--- config.mk ---
export PLATFORM = sky130hd
export DESIGN_NAME = cl_decode_pipe
export DESIGN_NICKNAME = d
export VERILOG_FILES = /design/src/rtl/cl_decode_pipe.sv
export SDC_FILE = /design/constraint.sdc
export NUM_CORES = 1
export LEC_CHECK = 0
export CORE_MARGIN = 1.5
export CORE_UTILIZATION = 46
export DETAILED_ROUTE_END_ITERATION = 7
export GPL_ROUTABILITY_DRIVEN = 0
export PLACE_DENSITY = 0.85
export SETUP_SLACK_MARGIN = 0.1
export SLEW_MARGIN = 20
export SYNTH_ARGS = -nofsm -noshare
export SYNTH_HDL_FRONTEND = slang
export SYNTH_SLANG_ARGS = --single-unit
--- constraint.sdc ---
create_clock -name clk -period 1.7 [get_ports clk]
set_input_delay 0.34 -clock clk [delete_from_list [all_inputs] [get_ports clk]]
set_output_delay 0.34 -clock clk [all_outputs]
set_load 0.005 [all_outputs]
--- src/rtl/cl_decode_pipe.sv ---
// cl_decode_pipe: instruction decode stage with one output register and one
// skid entry. Optional load-use hazard scoreboard and stall counter are built
// only when CL_DECODE_HAZARD_EN is defined; otherwise hazard and the stall
// count are tied to zero.
// Instruction layout: {opcode[5:0], rd[RF_ADDR_W-1:0], rs[RF_ADDR_W-1:0]} in
// the low 6+2*RF_ADDR_W bits of the instruction word.
module cl_decode_pipe #(
  parameter int          INSTR_W   = 16,
  parameter int          RF_ADDR_W = 5,
  parameter int unsigned LOAD_LAT  = 2,
  parameter int          CNT_W     = 16
) (
  input  logic               clk,
  input  logic               reset_n,
  input  logic [INSTR_W-1:0] instr_i,
  input  logic               instr_valid_i,
  output logic               instr_ready_o,
  input  logic               flush_i,
  output logic               dec_valid_o,
  input  logic               dec_ready_i,
  output logic [INSTR_W-1:0] dec_instr_o,
  output logic               is_load_op_o,
  output logic               op_writes_rf_o,
  output logic               is_store_op_o,
  output logic               is_mem_op_o,
  output logic               is_byte_op_o,
  output logic [CNT_W-1:0]   stall_cnt_o
);

  localparam int OPC_LSB = 2 * RF_ADDR_W;

  typedef enum logic [5:0] {
    kADDU = 6'd0,  kSUBU = 6'd1,  kSLLV = 6'd2,  kSRAV = 6'd3,
    kSRLV = 6'd4,  kAND  = 6'd5,  kOR   = 6'd6,  kNOR  = 6'd7,
    kSLT  = 6'd8,  kSLTU = 6'd9,  kMOV  = 6'd10, kJALR = 6'd11,
    kLW   = 6'd12, kLBU  = 6'd13, kSW   = 6'd14, kSB   = 6'd15,
    kBRLU = 6'd16, kXOR  = 6'd17, kROR  = 6'd18, kBEQZ = 6'd19,
    kBNEZ = 6'd20, kLI   = 6'd21, kJ    = 6'd22
  } opcode_e;

  typedef struct packed {
    logic load;
    logic writes;
    logic store;
    logic mem;
    logic byte_op;
  } flags_t;

  function automatic flags_t f_decode(input logic [5:0] opc);
    flags_t f;
    f = '0;
    case (opcode_e'(opc))
      kADDU, kSUBU, kSLLV, kSRAV, kSRLV, kAND, kOR, kNOR,
      kSLT, kSLTU, kMOV, kJALR, kBRLU, kXOR, kROR: f.writes = 1'b1;
      kLW:  begin f.load = 1'b1; f.writes = 1'b1; f.mem = 1'b1; end
      kLBU: begin f.load = 1'b1; f.writes = 1'b1; f.mem = 1'b1; f.byte_op = 1'b1; end
      kSW:  begin f.store = 1'b1; f.mem = 1'b1; end
      kSB:  begin f.store = 1'b1; f.mem = 1'b1; f.byte_op = 1'b1; end
      default: f = '0;
    endcase
    return f;
  endfunction

  logic               r_out_valid;
  logic [INSTR_W-1:0] r_out_instr;
  flags_t             r_out_flags;
  logic               r_skid_valid;
  logic [INSTR_W-1:0] r_skid_instr;
  flags_t             w_in_flags;
  flags_t             w_skid_flags;
  logic               w_hazard;
  logic               w_accept;
  logic               w_deq;

  assign w_in_flags    = f_decode(instr_i[OPC_LSB +: 6]);
  assign w_skid_flags  = f_decode(r_skid_instr[OPC_LSB +: 6]);
  assign instr_ready_o = reset_n & ~r_skid_valid & ~w_hazard & ~flush_i;
  assign w_accept      = instr_valid_i & instr_ready_o;
  assign w_deq         = r_out_valid & dec_ready_i;

  assign dec_valid_o    = r_out_valid;
  assign dec_instr_o    = r_out_instr;
  assign is_load_op_o   = r_out_flags.load;
  assign op_writes_rf_o = r_out_flags.writes;
  assign is_store_op_o  = r_out_flags.store;
  assign is_mem_op_o    = r_out_flags.mem;
  assign is_byte_op_o   = r_out_flags.byte_op;

  // Output register and skid entry: skid refills output first to keep order
  always_ff @(posedge clk or negedge reset_n) begin
    if (!reset_n) begin
      r_out_valid  <= 1'b0;
      r_out_instr  <= '0;
      r_out_flags  <= '0;
      r_skid_valid <= 1'b0;
      r_skid_instr <= '0;
    end else if (flush_i) begin
      r_out_valid  <= 1'b0;
      r_skid_valid <= 1'b0;
    end else if (!r_out_valid || w_deq) begin
      if (r_skid_valid) begin
        r_out_valid  <= 1'b1;
        r_out_instr  <= r_skid_instr;
        r_out_flags  <= w_skid_flags;
        r_skid_valid <= 1'b0;
      end else if (w_accept) begin
        r_out_valid <= 1'b1;
        r_out_instr <= instr_i;
        r_out_flags <= w_in_flags;
      end else begin
        r_out_valid <= 1'b0;
      end
    end else if (w_accept) begin
      r_skid_valid <= 1'b1;
      r_skid_instr <= instr_i;
    end
  end

`ifdef CL_DECODE_HAZARD_EN
  logic [RF_ADDR_W-1:0] w_in_rs;
  logic [RF_ADDR_W-1:0] w_in_rd;
  logic [RF_ADDR_W-1:0] w_out_rd;
  logic [RF_ADDR_W-1:0] w_skid_rd;
  logic [LOAD_LAT-1:0]  r_sb_valid;
  logic [RF_ADDR_W-1:0] r_sb_rd [LOAD_LAT];
  logic [CNT_W-1:0]     r_stall_cnt;

  assign w_in_rs     = instr_i[0 +: RF_ADDR_W];
  assign w_in_rd     = instr_i[RF_ADDR_W +: RF_ADDR_W];
  assign w_out_rd    = r_out_instr[RF_ADDR_W +: RF_ADDR_W];
  assign w_skid_rd   = r_skid_instr[RF_ADDR_W +: RF_ADDR_W];
  assign stall_cnt_o = r_stall_cnt;

  // Hazard: incoming rs/rd matches a pending load destination
  always_comb begin
    w_hazard = 1'b0;
    if (r_out_valid && r_out_flags.load &&
        (w_in_rs == w_out_rd || w_in_rd == w_out_rd))
      w_hazard = 1'b1;
    if (r_skid_valid && w_skid_flags.load &&
        (w_in_rs == w_skid_rd || w_in_rd == w_skid_rd))
      w_hazard = 1'b1;
    for (int unsigned i = 0; i < LOAD_LAT; i++) begin
      if (r_sb_valid[i] && (w_in_rs == r_sb_rd[i] || w_in_rd == r_sb_rd[i]))
        w_hazard = 1'b1;
    end
  end

  // Scoreboard shift register; a dequeue during flush still inserts its load
  always_ff @(posedge clk or negedge reset_n) begin
    if (!reset_n) begin
      r_sb_valid <= '0;
      for (int unsigned i = 0; i < LOAD_LAT; i++) r_sb_rd[i] <= '0;
    end else begin
      r_sb_valid[0] <= w_deq & r_out_flags.load;
      r_sb_rd[0]    <= w_out_rd;
      for (int unsigned i = 1; i < LOAD_LAT; i++) begin
        r_sb_valid[i] <= r_sb_valid[i-1];
        r_sb_rd[i]    <= r_sb_rd[i-1];
      end
    end
  end

  // Saturating count of cycles spent stalled on a hazard
  always_ff @(posedge clk or negedge reset_n) begin
    if (!reset_n) begin
      r_stall_cnt <= '0;
    end else if (instr_valid_i && w_hazard && r_stall_cnt != '1) begin
      r_stall_cnt <= r_stall_cnt + 1'b1;
    end
  end
`else
  assign w_hazard    = 1'b0;
  assign stall_cnt_o = '0;
`endif

endmodule

Word-level counts from Yosys, hierarchy flattened
Cells that the tools add are included.
{ "classes": {"n_eq_ne": 36, "n_mux": 21, "n_bitwise": 7, "reduce_logical": 19} }
{ "ops": {"columns": ["operator", "n"], "rows": [
  ["equality test 6 x 4 -> 1 bit, second input constant", 16],
  ["equality test 6 x 3 -> 1 bit, second input constant", 8],
  ["equality test 6 x 5 -> 1 bit, second input constant", 6],
  ["OR reduction 17 bit", 2],
  ["two-way mux 16 bit", 2],
  ["equality test 6 x 2 -> 1 bit, second input constant", 4],
  ["two-way mux 1 bit", 17],
  ["equality test 6 x 1 -> 1 bit, second input constant", 2],
  ["logical NOT 6 bit", 2],
  ["OR reduction 2 bit", 6],
  ["two-way mux 5 bit", 2],
  ["OR reduction 4 bit", 2],
  ["AND reduction 3 bit", 2],
  ["bitwise AND 1 bit", 4],
  ["nonzero test 2 bit", 2],
  ["NOT 1 bit", 3],
  ["nonzero test 3 bit", 1],
  ["logical NOT 1 bit", 1],
  ["logical OR 1 bit", 1]
]} }
{ "totals": {"reg_bits": 39} }

Logic depth before layout (Yosys ltp)
{ "depth": {"ltp_word": 8, "ltp_mapped": 5} }

Worst setup path after synthesis
No wires, ideal clock.
{ "synth_timing": {"path_kind": "register to register", "from": "register r_skid_valid", "to": "register r_skid_instr[10]", "setup_ps": 125, "arrival_time_ps": 1317, "required_ps": 1575, "slack_ps": 258, "path_stages_with_launch": 5, "synth_period_minus_slack_ps": 1442, "path_cell_list": "dfrtp_1 > nor3b_4 > nand4b_4 > buf_6 > mux2_4"} }
{ "synth_via": {"elab_chain_len": 5} }
{ "synth_rtl": {"columns": ["item", "line", "rtl"], "rows": [
  ["start: declaration", "67", "logic r_skid_valid;"],
  ["start signal: assignment", "95", "r_skid_valid <= 1'b0;"],
  ["start signal: assignment", "99", "r_skid_valid <= 1'b0;"],
  ["start signal: assignment", "105", "r_skid_valid <= 1'b0;"],
  ["NOT 1 bit", "77", "assign instr_ready_o = reset_n & ~r_skid_valid & ~w_hazard & ~flush_i;"],
  ["bitwise AND 1 bit (2 in a row)", "77", null],
  ["net instr_ready_o", "17", "output logic instr_ready_o,"],
  ["bitwise AND 1 bit", "78", "assign w_accept = instr_valid_i & instr_ready_o;"],
  ["AND reduction 3 bit (no line)", null, null],
  ["end signal: assignment", "115", "r_skid_instr <= instr_i;"],
  ["end: declaration", "68", "logic [INSTR_W-1:0] r_skid_instr;"]
]} }
The timed path passes the listed nets, and every way through them passes these cells.
A chain may end at the register's enable or synchronous reset.

Worst setup path after layout
{ "layout_timing": {"from": "register r_skid_valid", "to": "register r_out_flags (netlist bit is_mem_op_o)"} }
{ "layout_via": {"elab_chain_len": 6, "elab_cells_between_ends": 7} }
{ "layout_rtl": {"columns": ["item", "line", "rtl"], "rows": [
  ["NOT 1 bit", "77", null],
  ["bitwise AND 1 bit (2 in a row)", "77", null],
  ["bitwise AND 1 bit", "78", null],
  ["nonzero test 2 bit (no line)", null, null],
  ["AND reduction 3 bit (no line)", null, null],
  ["end signal: assignment", "104", "r_out_flags <= w_skid_flags;"],
  ["end signal: assignment", "109", "r_out_flags <= w_in_flags;"],
  ["end: declaration", "66", "flags_t r_out_flags;"]
]} }
Several ways; a longest one is shown, not always the timed one.

==> impl_metrics.tcl <==
set metrics [dict create \
    critPathLaunchType "flop" \
    path_class "flop to flop" \
    rows 23 \
    synth.cell_area_um2 1900 \
    grtUsageTotal 0.182 \
    path_max_fanout 21 \
    ys_top_cells_by_area "dfrtp_1 (51%), mux2i_1 (8.4%), mux2_4 (7.9%)" \
    die-area_um2 4520 \
    holdCritPathClass "primary input to async pin" \
    clock_latency_ps 290 \
    synth-edff-count 0 \
    required_ps 1900 \
    port_buffers 43 \
    drt_iter0_drc 68 \
    grt_pass1_wl_um 5930 \
    combPwrFrac 0.211 \
    drcViolationCount 0 \
    ys_warn_count 0 \
    cts_buffers 5 \
    clk_pin_slew_ps 70 \
    synthAdderAreaFrac 0 \
    post_cts_buffers 0 \
    synth_most_common_cell "dfrtp_1" \
    cts_root_buffer "clkbuf_8" \
    swShare 0.238 \
    synth_ff_type "dfrtp_1" \
    grt_pass1_vias 1213 \
    finalSetupViolCount 0 \
    syn_area_per_cell_um2 11.7 \
    ys_types 27 \
    maxSlewViolCount 0 \
    fin_worst_skew_ps 3.35 \
    diodes 0 \
    synth.area.mux_share 0.199 \
    status "finished clean" \
    fin_cells 268 \
    peakVddDrop_uv 546 \
    max_freq_mhz 642 \
    drv_cap 0 \
    yosys.area_share.simple 0.115 \
    post_drt_via_cell_ratio 5.18 \
    nets 238 \
    synth_top_area_share 0.514 \
    yosysSeqAreaShare 0.514 \
    final_util 0.643 \
    synth_top_family_by_area "multiplexers" \
    core_um2 3970 \
    fp.dieW_um 67.3 \
    crit_arrival_ps 1760 \
    cts_tree "done" \
    start_util 0.478 \
    power_density_nw_per_um2 961 \
    htreeDepth 2 \
    endpoint_kind "flop" \
    clock_power_share 0.321 \
    routed_wl_um 3790 \
    switchingPower_uw 584 \
    ys_ff_latch 39 \
    critPathSlowestCell "dfrtp_2" \
    yosys-top-cells-count "dfrtp_1 (39), a21oi_1 (22), nor2_1 (21), buf_4 (17), mux2i_1 (16)" \
    gr-total-overflow 0 \
    synth_area_leader_cell "dfrtp_1" \
    critPathMaxStageDelay_ps 430 \
    dp_hpwl_um 2640 \
    grt_start_max_net_pins 40 \
    wl_per_cell_um 14.1 \
    rsz0062_at_grt "true" \
    synth-xor-area-share 0 \
    crit_chain "buf_12 -> a21oi_1 -> nor3_4 -> buf_6 -> nor2_1 -> a31oi_1" \
    clockBufferDepth 2 \
    post-route-period-util 0.916 \
    async_reset_ff_frac 1.00 \
    clock-sinks 39 \
    drive_gt1_frac 0.197 \
    fill_cells 324 \
    die-height_um 67.3 \
    placed_cells 260 \
    fin_crit_ps 1560 \
    antenna_found_initial 0 \
    drt_first_pass_iters 4 \
    synth_compound_area_frac 0.0856 \
    power_leakage_uw 0.00115 \
    hold_viol 0 \
    io_pins 60 \
    seq_power_share 0.468 \
    num_vias 1387 \
    synthCells 163 \
    intPower_uw 1870 \
    ant_nets 0 \
    area_delta_synth_final_pct 34.4 \
]
per-stage QoR:
| step | hold slack [ps] | power (µW) | TNS, ps | setup WS, ps | instance area (µm²) |
|---|---|---|---|---|---|
| after CTS | 143 | 2480 | 0 | 102 | 2530 |
| after floorplan | 44.4 | 1370 | 0 | 258 | 1960 |
| after detailed placement | 457 | 1680 | -3620 | -178 | 2420 |
| after global placement | 463 | 1660 | -2400 | -147 | 2420 |
| after global routing | 165 | 2590 | 0 | 85.1 | 2550 |
| final | 138 | 2450 | 0 | 143 | 2550 |
what timing repair did:
item	4_1_cts	5_1_grt
endpoints found under the setup margin	1	20
pin swaps	0	1
resized for setup	1	6
hold buffers	0	0
routing by layer:
metal  GRT usage  share of wire  vias to the layer above
li1            -              -                      655
met4      0.0765          0.013                        0
met1       0.242           0.42                      675
met3      0.0500          0.060                        5
met2       0.280           0.51                       52
met5           0              0                        -
state kept, by name, indices dropped and copies added (netlist names):
signal,cells
is_store_op_o,1
dec_valid_o,1
op_writes_rf_o,1
r_skid_valid,1
dec_instr_o,16
r_skid_instr,16
is_byte_op_o,1
is_mem_op_o,1
is_load_op_o,1
logic make-up (layout without fill, tap and decap cells):
group	after synthesis	after routing
simple gates	39	39
buf+inv	23	63
other cells	1	16
flops	39	39
mux	32	32
compound gates	29	29
path summary, 6_finish.rpt:
kind / start / endpoint / slack [ps] / depth (start not counted)
worst max-delay path: r_skid_valid$_DFFE_PN0P_ / is_mem_op_o$_DFFE_PN0P_ / 140 / 6
worst min register to register: is_load_op_o$_DFFE_PN0P_ / is_load_op_o$_DFFE_PN0P_ / 510 / 1
max in group asynchronous: reset_n / r_skid_valid$_DFFE_PN0P_ / 1210 / 2
worst min-delay path: reset_n / dec_instr_o[14]$_DFFE_PN0P_ / 140 / 2
min in group clk: flush_i / dec_valid_o$_DFFE_PN0N_ / 440 / 3
worst max register to register: r_skid_valid$_DFFE_PN0P_ / is_mem_op_o$_DFFE_PN0P_ / 140 / 6
layout by cell type (no fill, tap or decap), drive strengths merged, types with 2 or more instances in the layout:
cell type / Yosys / routed
a21oi: 22 / 22
clkdlybuf4s50: 0 / 40
clkbuf: 3 / 6
conb: 1 / 16
nor3: 3 / 3
and3: 3 / 3
nand3: 5 / 5
a22oi: 3 / 3
nor3b: 2 / 2
nor2: 21 / 21
mux2: 16 / 16
dfrtp: 39 / 39
mux2i: 16 / 16
buf: 20 / 13
final cells by class:
type	count	area [µm²]	area share
repair buffers	55	562	0.220
clock buffers	6	82.6	0.0324
clock inverters	2	35.0	0.0137
well taps	50	62.6	0.0245
flip-flops and latches	39	977	0.383
multi-input cells	116	833	0.326
power groups by stage:
stage | clock (µW) | combinational [µW] | sequential (µW)
5_1_grt | 860 | 566 | 1170
3_3_place_gp | 0 | 503 | 1160
6_report | 787 | 518 | 1150
3_5_place_dp | 0 | 518 | 1160
2_1_floorplan | 0 | 209 | 1160
4_1_cts | 810 | 522 | 1150
worst max-delay path, delay by kind of cell (launching register included):
kind	cells	cell delay, ps
DFF	1	430
and+or+nand+nor	2	400
buffers and inverters	2	370
AOI/OAI and AO/OA	2	260
(Power assumes the default switching activity.)
